### config.mk
export PLATFORM = sky130hd
export DESIGN_NAME = run_detect_ctrl
export DESIGN_NICKNAME = d
export VERILOG_FILES = /design/src/rtl/run_detect_pkg.sv /design/src/rtl/run_detect_ctrl_detector.sv /design/src/rtl/run_detect_ctrl.sv
export SDC_FILE = /design/constraint.sdc
export NUM_CORES = 1
export LEC_CHECK = 0
export CORE_ASPECT_RATIO = 1.5
export CORE_MARGIN = 1
export CORE_UTILIZATION = 30
export CTS_BUF_LIST = sky130_fd_sc_hd__clkbuf_8
export DETAILED_ROUTE_END_ITERATION = 10
export SLEW_MARGIN = 20
export SYNTH_ARGS = -nofsm -noshare
export SYNTH_HDL_FRONTEND = slang
export SYNTH_SLANG_ARGS = --single-unit
### constraint.sdc
create_clock -name clk -period 1.91 [get_ports clk]
set_input_delay 0.382 -clock clk [delete_from_list [all_inputs] [get_ports clk]]
set_output_delay 0.382 -clock clk [all_outputs]
set_load 0.01 [all_outputs]
### src/rtl/run_detect_pkg.sv
// run_detect_pkg: shared state encoding and running-total limits for the
// run_detect_ctrl sequencer and its bit-serial run detector.
package run_detect_pkg;

    typedef enum logic [1:0] {
        IDLE   = 2'd0,
        SHIFT  = 2'd1,
        REPORT = 2'd2
    } state_t;

    localparam int              TOTAL_W   = 16;
    localparam logic [TOTAL_W-1:0] TOTAL_MAX = 16'hFFFF;

    // Saturating increment for the running hit total.
    function automatic logic [TOTAL_W-1:0] sat_inc_total(input logic [TOTAL_W-1:0] value);
        if (value == TOTAL_MAX) begin
            return TOTAL_MAX;
        end
        return value + TOTAL_W'(1);
    endfunction

endpackage

### src/rtl/run_detect_ctrl_detector.sv
// run_detector: bit-serial detector for runs of RUN_LEN equal bits.
// Keeps the last consumed bit and a run count that saturates at RUN_LEN.
// 'hit' is the look-ahead of z: it is high in the cycle a consumed bit
// will leave z=1, so the sequencer can count hits on the same edge.
module run_detector #(
    parameter  int RUN_LEN = 4,
    localparam int CNT_W   = $clog2(RUN_LEN + 1)
) (
    input  logic             clk,
    input  logic             reset,
    input  logic             clear,
    input  logic             bit_valid,
    input  logic             bit_in,
    output logic             z,
    output logic [CNT_W-1:0] run_cnt,
    output logic             hit
);

    localparam logic [CNT_W-1:0] RUN_MAX = CNT_W'(RUN_LEN);

    logic             last_bit;
    logic [CNT_W-1:0] next_cnt;

    // Run count after the bit currently presented (unchanged when idle).
    always_comb begin
        next_cnt = run_cnt;
        if (bit_valid) begin
            if (bit_in == last_bit) begin
                next_cnt = (run_cnt >= RUN_MAX) ? RUN_MAX : run_cnt + CNT_W'(1);
            end else begin
                next_cnt = CNT_W'(1);
            end
        end
    end

    assign hit = bit_valid && (next_cnt >= RUN_MAX);
    assign z   = (run_cnt >= RUN_MAX);

    // Detector history; clear drops the run but keeps the last bit.
    always_ff @(posedge clk or posedge reset) begin
        if (reset) begin
            run_cnt  <= '0;
            last_bit <= 1'b0;
        end else if (clear) begin
            run_cnt  <= '0;
        end else if (bit_valid) begin
            run_cnt  <= next_cnt;
            last_bit <= bit_in;
        end
    end

endmodule

### src/rtl/run_detect_ctrl.sv
// run_detect_ctrl: accepts words over valid/ready, shifts them MSB-first
// into a run detector and reports per-word hit counts plus a saturating
// running total.
// Optional feature: define RUN_DETECT_CTRL_CLEAR_EN to clear the detector
// run on every accept so each word is scanned independently; otherwise
// detector history carries across words and only reset clears it.
module run_detect_ctrl
    import run_detect_pkg::*;
#(
    parameter  int RUN_LEN = 4,
    parameter  int DATA_W  = 8,
    localparam int HIT_W   = $clog2(DATA_W + 1),
    localparam int BCNT_W  = $clog2(DATA_W)
) (
    input  logic               clk,
    input  logic               reset,
    input  logic               in_valid,
    output logic               in_ready,
    input  logic [DATA_W-1:0]  in_data,
    output logic               out_valid,
    input  logic               out_ready,
    output logic [HIT_W-1:0]   out_hits,
    output logic               out_last_z,
    output logic               busy,
    output logic [TOTAL_W-1:0] total_hits
);

    localparam int               DET_W    = $clog2(RUN_LEN + 1);
    localparam logic [BCNT_W-1:0] LAST_BIT = BCNT_W'(DATA_W - 1);

    state_t              state;
    state_t              next_state;
    logic [DATA_W-1:0]   shift_reg;
    logic [BCNT_W-1:0]   bit_cnt;
    logic                accept;
    logic                shifting;
    logic                det_clear;
    logic                det_z;
    logic [DET_W-1:0]    det_run_cnt;
    logic                det_hit;
    logic                det_unused;

    assign accept   = (state == IDLE) && in_valid;
    assign shifting = (state == SHIFT);

`ifdef RUN_DETECT_CTRL_CLEAR_EN
    assign det_clear = accept;
`else
    assign det_clear = 1'b0;
`endif

    // The live z and run count are observation points only; the sequencer
    // works from the look-ahead hit.
    assign det_unused = ^{det_z, det_run_cnt};

    run_detector #(
        .RUN_LEN (RUN_LEN)
    ) u_detector (
        .clk       (clk),
        .reset     (reset),
        .clear     (det_clear),
        .bit_valid (shifting),
        .bit_in    (shift_reg[DATA_W-1]),
        .z         (det_z),
        .run_cnt   (det_run_cnt),
        .hit       (det_hit)
    );

    // State register.
    always_ff @(posedge clk or posedge reset) begin
        if (reset) begin
            state <= IDLE;
        end else begin
            state <= next_state;
        end
    end

    // Next-state and handshake outputs, all decoded from the state register.
    always_comb begin
        next_state = state;
        in_ready   = 1'b0;
        out_valid  = 1'b0;
        busy       = 1'b1;
        unique case (state)
            IDLE: begin
                in_ready = 1'b1;
                busy     = 1'b0;
                if (in_valid) begin
                    next_state = SHIFT;
                end
            end
            SHIFT: begin
                if (bit_cnt == LAST_BIT) begin
                    next_state = REPORT;
                end
            end
            REPORT: begin
                out_valid = 1'b1;
                if (out_ready) begin
                    next_state = IDLE;
                end
            end
            default: begin
                next_state = IDLE;
            end
        endcase
    end

    // Word load, serial shift and hit bookkeeping.
    always_ff @(posedge clk or posedge reset) begin
        if (reset) begin
            shift_reg  <= '0;
            bit_cnt    <= '0;
            out_hits   <= '0;
            out_last_z <= 1'b0;
            total_hits <= '0;
        end else if (accept) begin
            shift_reg <= in_data;
            bit_cnt   <= '0;
            out_hits  <= '0;
        end else if (shifting) begin
            shift_reg  <= {shift_reg[DATA_W-2:0], 1'b0};
            bit_cnt    <= bit_cnt + BCNT_W'(1);
            out_last_z <= det_hit;
            if (det_hit) begin
                out_hits   <= out_hits + HIT_W'(1);
                total_hits <= sat_inc_total(total_hits);
            end
        end
    end

endmodule

# After elaboration in Yosys (flattened, before gate mapping)
# Index checks and enable logic that the tools add are counted.
# totals
word_cells,55
reg_bits,38
out_inout_bits,24
# op_classes
reduce_logical,9
magnitude_cmp,2
add_sub_neg,4
mux,23
n_bitwise,1
eq_ne,8
# op_table
op,n
$mux W16,2
$add A16 B1 Y16 const B,1
$eq A16 B16 Y1 const B,1
$mux W8,2
$mux W3,5
$mux W4,3
$mux W1,7
$add A3 B1 Y3 const B,2
$ge A3 B3 Y1 const B,2
$mux W2,3
$ne A2 B2 Y1 const B,3
$pmux W2 S3,1
$reduce_and A3 Y1,2
$add A4 B1 Y4 const B,1
$reduce_and A2 Y1,2
$reduce_bool A2 Y1,2
$eq A3 B3 Y1 const B,1
$eq A2 B1 Y1 const B,1
$eq A2 B2 Y1 const B,1
$logic_and A1 B1 Y1,2
$logic_not A2 Y1,1
$eq A1 B1 Y1,1
$not A1 Y1,1

# Longest topological paths before layout
# Gate-level depths: netlist (run 1).
# depth
ltp_word,10
ltp_mapped,6
ltp_nobuf,5

# By module
# A second synthesis (run 1) with hierarchy kept.
# unflattened
hier_cells,190
hier_area_um2,1918.1
# by_module_without_submodules
mod,instances,area_per_inst_um2,cells_each
run_detect_ctrl,1,1671.6,168
run_detector,1,246.5,22

# Least setup slack after synthesis (run 1)
# No wires, ideal clock.
# synth_path
kind,register to register
from,register (tool-made name)
to,register total_hits[14]
t_arrival_ns,1.390
stages_incl_launch_ff,6
setup_ns,0.128
required_time_ns,1.782
path_slack_ns,0.393
period_less_slack_ns,1.517
n_path_buf,0
path_cell_list,dfrtp_1 ha_1 nor2_1 nor3_4 nand4_1 mux2_1
# synth_lines
item,line_no,text
end signal: assignment,run_detect_ctrl.sv:127,total_hits <= sat_inc_total(total_hits);
end: declaration,run_detect_ctrl.sv:25,output logic [TOTAL_W-1:0] total_hits

# Worst setup path after layout (run 1)
# layout_path
from,register state[0]
to,output port out_valid
# layout_via
elab_chain_len,2
# layout_rtl
item,line_no,text
start: declaration,run_detect_ctrl.sv:31,state_t state;
start signal: assignment,run_detect_ctrl.sv:74,state <= next_state;
$eq A2 B2 Y1,run_detect_ctrl.sv:84,unique case (state)
$mux W1,run_detect_ctrl.sv:84,
end: declaration,run_detect_ctrl.sv:20,"output logic out_valid,"
# Every way passes these cells.

==> results by group, run 1 <==
Status
  – Outcome: finished, final reports clean

Placement
  – Inst Count DP: between 300 and 400
  – Input/output buffers: 35
  – Post-DP HPWL: 3060 um
  – Gp weighted congestion: roughly 0.8

Clock network
  – Later-pin clock latency in the skew report: 290 ps
  – CTS root buf: clkbuf_8
  – Post-CTS setup buffers: 0
  – Num CTS Buffers: 5
  – # hold bufs at CTS: 0
  – CTS clk-pin slew, worst paths: 70 ps
  – Post-cts gate resize count: 0
  – Clock Sinks: 38
  – Htree depth: 2
  – TritonCTS clock tree: done
  – Clock buffer depth: 2

Synthesis
  – Synth async-reset ratio: 100%
  – Mux contribution to synthesized area: 1.75%
  – Synth area leader: dfrtp_1
  – Post-synth EDFFs: 0
  – Seq/Total Area, Yosys: 49.3%
  – Synth Area in Compound Gates: 11.5%
  – Synth Warn #: 0
  – Distinct cell type count after synthesis: 44
  – Synth Area per Inst: 9.89 um^2
  – Top cell type's share of synthesized area: between 40% and 50%
  – Synth Area in Adders: 3.89%
  – Largest family of logic cells by synthesized area: simple AND/OR/NAND/NOR gates
  – Cells after Synth: 195
  – Top cells by area, synth: dfrtp_1, nand2_1, ha_1
  – Yosys reg bits: 38
  – Post-Syn Nets: between 200 and 250
  – Mapped Area: 1930 um^2
  – Simple-gate share of the synthesized area: 26.1%
  – Post-Synth XOR/XNOR Area: 3.96%
  – Ys flop type: dfrtp_1

Floorplanning
  – Die area: 6760 um^2
  – Site Rows: 35
  – Num ports: 36
  – Chip width: 67.5 um
  – DIE HEIGHT: 100 um
  – Initial Util: 31.2%
  – Core ar.: around 6000 um^2

Flow run
  – Max Cap Violations: 0

Detailed routing
  – ANT nets after route: 0
  – Via count: 1586
  – Routed wire length: 4260 um
  – 1st-iter DRT viols: between 100 and 150
  – DRT Pass-1 Iters: 4
  – Via density: 5.07
  – DRC: 0
  – Wirelength per Cell: 13.6 um

Setup path
  – Crit path max fanout: 5
  – Worst endpoint required time: about 1500 ps
  – Crit Path Class: reg2out
  – Worst setup EP type: output pin
  – Crit start category: flop
  – CP Data Arrival Time: 1480 ps

Power and ir drop
  – Design Power: roughly 0.0033 W
  – Leakage power: 1.11 nW
  – Power per cell area: 1330 nW/um^2
  – Worst VDD drop: a little under 700 uV

Global routing
  – Initial antenna violation count: 0
  – Vias in the first global route: 1558
  – First-pass GRT wire length: 7330 um
  – GR Util All Layers: about 14%
  – Pin count of the biggest net entering global routing: 39
  – Grt total ovfl: 0

STA
  – Fin. Hold Viols: 0
  – Max Fclk: 0.536 GHz
  – Slew margin rel.: 67.2%
  – Layout Skew: between 2 and 2.5 ps
  – Setup TNS: 0 ps
  – RSZ-0062 raised after global routing: no
  – Fin. max-slew vios: 0
  – Tightest Pin Transition: 490 ps
  – Period minus WS final: 1870 ps
  – Final hold slack: 481 ps
  – Period utilization: 97.7%
  – Final setup viols: 0

Final layout
  – Most frequent cells in the layout: dfrtp_1, clkdlybuf4s50_1, nand2_1, nand3_1, nor2_1
  – Area Growth Syn to Fin: 29.1%
  – Most common cell after layout, fill and taps aside: dfrtp_1
  – Share of layout cells above drive strength 1: 10.5%
  – Number of flip-flops in the largest register: 16
  – NumNets Final: 256
  – Final Non-Filler Cells: 313
  – N_diodes: 0

Worst hold path
  – HP Class: reg2reg
layer usage:
metal	track usage [%]	up-vias	share of wire, %
li1	-	777	-
met3	3.41	6	4.0
met2	23.6	47	50
met4	5.24	0	1.4
met5	0	-	0
met1	17.3	756	45
where the power goes:
group	switching, W	internal, W	leakage, nW
sequential	0.000248	0.00105	0.496
clock	0.000290	0.000384	0.0579
combinational	0.000752	0.000599	0.555
cell families (layout without fill, tap and decap cells):
group | count (synthesis) | in the layout
AOI/OAI and AO/OA | 36 | 36
and+or+nand+nor | 92 | 92
adders and majority gates | 6 | 6
DFF | 38 | 38
muxes | 3 | 3
xor gates and xnor gates | 7 | 7
buffers and inverters | 13 | 57
area by class of cell:
cell class / count / area (um^2)
Tap cell: 74 / 92.6
Clock inverter: 3 / 40.0
Clock buffer: 5 / 68.8
Fill cell: 608 / 3680
Timing Repair Buffer: 42 / 403
Multi-Input combinational cell: 144 / 910
Inverter: 7 / 26.3
Sequential cell: 38 / 951
path summary, 6_finish.rpt:
path / cells past startpoint / slack, ps / startpoint / to
min: 2 / 480 / shift_reg[6] / shift_reg[6]
min reg2reg: 2 / 480 / shift_reg[6] / shift_reg[6]
min in group asynchronous: 3 / 510 / reset / total_hits[12]
max: 2 / 40 / state[0] / out_valid
max reg2reg: 4 / 170 / total_hits[3] / total_hits[10]
max in group asynchronous: 3 / 1060 / reset / bit_cnt[0]
critical path: stages, from the launching register on:
cell             delay [ps]
dfrtp_1                 430
and2b_1                 230
clkdlybuf4s50_1         530
metrics by stage:
step	worst slack (ps)	instance area (um^2)	util [%]
6_report	43.1	2490	40.3
3_3_place_gp	186	2380	38.6
5_1_grt	8.10	2490	40.3
4_1_cts	33.7	2490	40.3
2_1_floorplan	393	1930	-
3_5_place_dp	185	2380	38.6
cell usage after synthesis, types with 2 or more instances:
master and count:
and3_1 2, a22oi_1 7, a31oi_1 4, nand3_1 13, and4_1 2, buf_6 2, o21ai_0 9, o31ai_1 2
nand2_1 34, nor2_1 13, mux2_1 3, nand3_2 2, nand2b_1 2, o41ai_1 2, a21oi_1 8, xnor2_1 3
dfrtp_1 38, ha_1 6, o21ai_1 2, xor2_1 2, nand4_1 8, and2b_1 2, inv_1 7, clkbuf_1 2
Note: power is estimated with default switching activity, not from simulation.
==> run 2, diff against run 1 <==
--- a/config.mk
+++ b/config.mk
@@ -5,6 +5,7 @@
 export SDC_FILE = /design/constraint.sdc
 export NUM_CORES = 1
 export LEC_CHECK = 0
+export CAP_MARGIN = 10
 export CORE_ASPECT_RATIO = 1.5
 export CORE_MARGIN = 1
 export CORE_UTILIZATION = 30
==> constraint.sdc (replaced) <==
create_clock -name clk -period 2.1 [get_ports clk]
set_input_delay 0.42 -clock clk [delete_from_list [all_inputs] [get_ports clk]]
set_output_delay 0.42 -clock clk [all_outputs]
set_load 0.01 [all_outputs]
==> run 2 against run 1 <==
Final cell count is 0.64% lower; hold slack improved by 6.7 ps; register-to-register slack better by 240 ps; worst setup slack better by 150 ps; clock skew up 9.2 ps; die area stayed put; core utilization decreased by 0.16 points; sequential power down 10%; combinational power fell by 10%; clock power fell by 6.4%; sequential share of layout area is 0.15 points higher; flip-flop and latch count unchanged; critical path type unchanged; largest power group unchanged.
==> results by group, run 2 (same netlist as run 1, synthesis figures left out) <==
Clock network
  – # hold bufs at CTS: 0 (unchanged)
  – Clock Sinks: 38 (unchanged)
  – Htree depth: 2 (unchanged)
  – Num CTS Buffers: 5 (unchanged)
  – TritonCTS clock tree: done (unchanged)
  – CTS root buf: clkbuf_8 (unchanged)
  – Later-pin clock latency in the skew report: 300 ps (was 290 ps)
  – Clock buffer depth: 2 (unchanged)
  – CTS clk-pin slew, worst paths: 70 ps (about the same)
  – Post-cts gate resize count: 0 (unchanged)
  – Post-CTS setup buffers: 0 (unchanged)

STA
  – Setup TNS: 0 ps (unchanged)
  – Fin. max-slew vios: 0 (unchanged)
  – Period utilization: approximately 91%
  – Final hold slack: 488 ps (was 481 ps)
  – Final setup viols: 0 (unchanged)
  – Max Fclk: 0.524 GHz
  – Tightest Pin Transition: 491 ps (was 490 ps)
  – Fin. Hold Viols: 0 (unchanged)
  – RSZ-0062 raised after global routing: no (unchanged)
  – Slew margin rel.: 67.0% (was 67.2%)
  – Period minus WS final: 1910 ps
  – Layout Skew: 11.5 ps (was 2.29 ps)

Placement
  – Post-DP HPWL: 3080 um (was 3060 um)
  – Placed instance area: 2370 um^2 (was 2380 um^2)
  – Input/output buffers: 35 (unchanged)
  – Gp weighted congestion: 0.774 (was 0.805)

Global routing
  – GR Util All Layers: 14.9% (was 14.2%)
  – Vias in the first global route: 1662 (was 1558)
  – Grt total ovfl: 0 (unchanged)
  – First-pass GRT wire length: 7730 um (was 7330 um)
  – Initial antenna violation count: 0 (unchanged)
  – Pin count of the biggest net entering global routing: 39 (unchanged)

Final layout
  – Multi-input logic area: 910 um^2 (unchanged)
  – N_diodes: 0 (unchanged)
  – Most frequent cells in the layout: dfrtp_1, clkdlybuf4s50_1, nand2_1, nand3_1, nor2_1 (unchanged)
  – Register area: 951 um^2 (unchanged)
  – NumNets Final: 254 (was 256)
  – Number of flip-flops in the largest register: 16 (unchanged)
  – # fillers: 618 (was 608)
  – Most common cell after layout, fill and taps aside: dfrtp_1 (unchanged)
  – Area Growth Syn to Fin: 28.6% (was 29.1%)
  – Final core utilization: 40.2% (was 40.3%)
  – Final instance area: 2480 um^2 (was 2490 um^2)
  – Share of layout cells above drive strength 1: 9.70% (was 10.5%)

Flow run
  – Max Cap Violations: 0 (unchanged)

Power and ir drop
  – Design Power: 0.00302 W (was 0.00332 W)
  – Clock power share: 20.9% (was 20.3%)
  – Switching Fraction: 38.9% (was 38.8%)
  – Logic pwr share: 40.2% (was 40.7%)
  – Power per cell area: 1220 nW/um^2 (was 1330 nW/um^2)
  – Int Power: 0.00184 W (was 0.00203 W)
  – Sequential Power Share: 38.9% (was 39.0%)
  – Leakage power: 1.09 nW (was 1.11 nW)
  – Worst VDD drop: 869 uV (was 678 uV)
  – Net Sw Power: 0.00117 W (was 0.00129 W)

Setup path
  – Crit path max fanout: 5 (unchanged)
  – CP Data Arrival Time: 1490 ps (was 1480 ps)
  – Reg2Reg Depth: 6 (was 4)
  – Worst setup EP type: output pin (unchanged)
  – Slowest stage delay, CP: 540 ps (was 530 ps)
  – Worst R2R End: total_hits[13] (was total_hits[10])
  – Crit-path cells: and2b_1, clkdlybuf4s50_1 (unchanged)
  – Worst endpoint required time: 1680 ps (was 1530 ps)
  – R2R setup slack: 410 ps (was 170 ps)
  – Crit Path Class: reg2out (unchanged)
  – Crit start category: flop (unchanged)
  – Slowest cell on the critical path: clkdlybuf4s50_1 (unchanged)

Detailed routing
  – Wirelength per Cell: 13.5 um (was 13.6 um)
  – 1st-iter DRT viols: 68 (was 123)
  – Via density: 5.07 (about the same)
  – Via count: 1576 (was 1586)
  – Routed wire length: 4210 um (was 4260 um)
  – ANT nets after route: 0 (unchanged)
  – DRC: 0 (unchanged)
  – DRT Pass-1 Iters: 4 (unchanged)

Floorplanning
  – Chip width: 67.5 um (unchanged)
  – Num ports: 36 (unchanged)
  – DIE HEIGHT: 100 um (unchanged)
  – Die area: 6760 um^2 (unchanged)
  – Core ar.: 6170 um^2 (unchanged)
  – Site Rows: 35 (unchanged)
  – Initial Util: 31.2% (unchanged)

Worst hold path
  – Hold Path Origin: shift_reg[6] (unchanged)
  – Hold depth: 2 (unchanged)
  – HP Class: reg2reg (unchanged)
  – Hold Path Sink: shift_reg[6] (unchanged)

Status
  – Outcome: finished, final reports clean (unchanged)
[run 2: changes by cell type in the layout (fill, tap and decap cells not counted)]
| cell | change |
|---|---|
| buf_4 | -2 |
| clkinv_2 | -2 |
| clkinvlp_4 | +2 |
[run 2: power by group through the flow]
stage / clock network (W) / logic, W / registers, W
after global placement: 0 / 0.00121 / 0.00118
after detailed placement: 0 / 0.00124 / 0.00119
after floorplan: 0 / 0.000813 / 0.00117
final: 0.000631 / 0.00121 / 0.00117
after CTS: 0.000652 / 0.00124 / 0.00118
after global routing: 0.000685 / 0.00138 / 0.00122
[run 2: area by class of cell]
class | count | share of cell area (%)
clock buffers | 5 | 2.77
clock inverters | 3 | 1.82
inverters | 7 | 1.06
multi-input cells | 144 | 36.7
flip-flops and latches | 38 | 38.3
well taps | 74 | 3.73
repair buffers | 40 | 15.6
[run 2: worst max-delay path by stage]
stage | start | to | slack [ps]
finish | state[0] | out_valid | 190
CTS | state[0] | out_valid | 180
global placement | state[1] | total_hits[5] | 400
global route | state[0] | out_valid | 150
floorplan | flop | total_hits[14] | 580
detailed placement | total_hits[6] | total_hits[5] | 380
[run 2: worst max-delay path: cells and delay by family (launching register included)]
family,cells,cell delay [ps]
simple gates,1,230
buf+inv,1,540
flops,1,430
[run 2: routing by layer]
layer	vias up	routed length (um)	track usage [%]
met5	-	0	0
met1	757	1790	17.2
li1	775	-	-
met3	7	215	3.98
met4	0	72	5.89
met2	37	2140	25.4
[run 2: per-stage QoR]
stage	cells	setup WS, ps
final	311	192
after global routing	311	146
after CTS	311	179
after detailed placement	303	378
after global placement	303	404
after floorplan	195	583
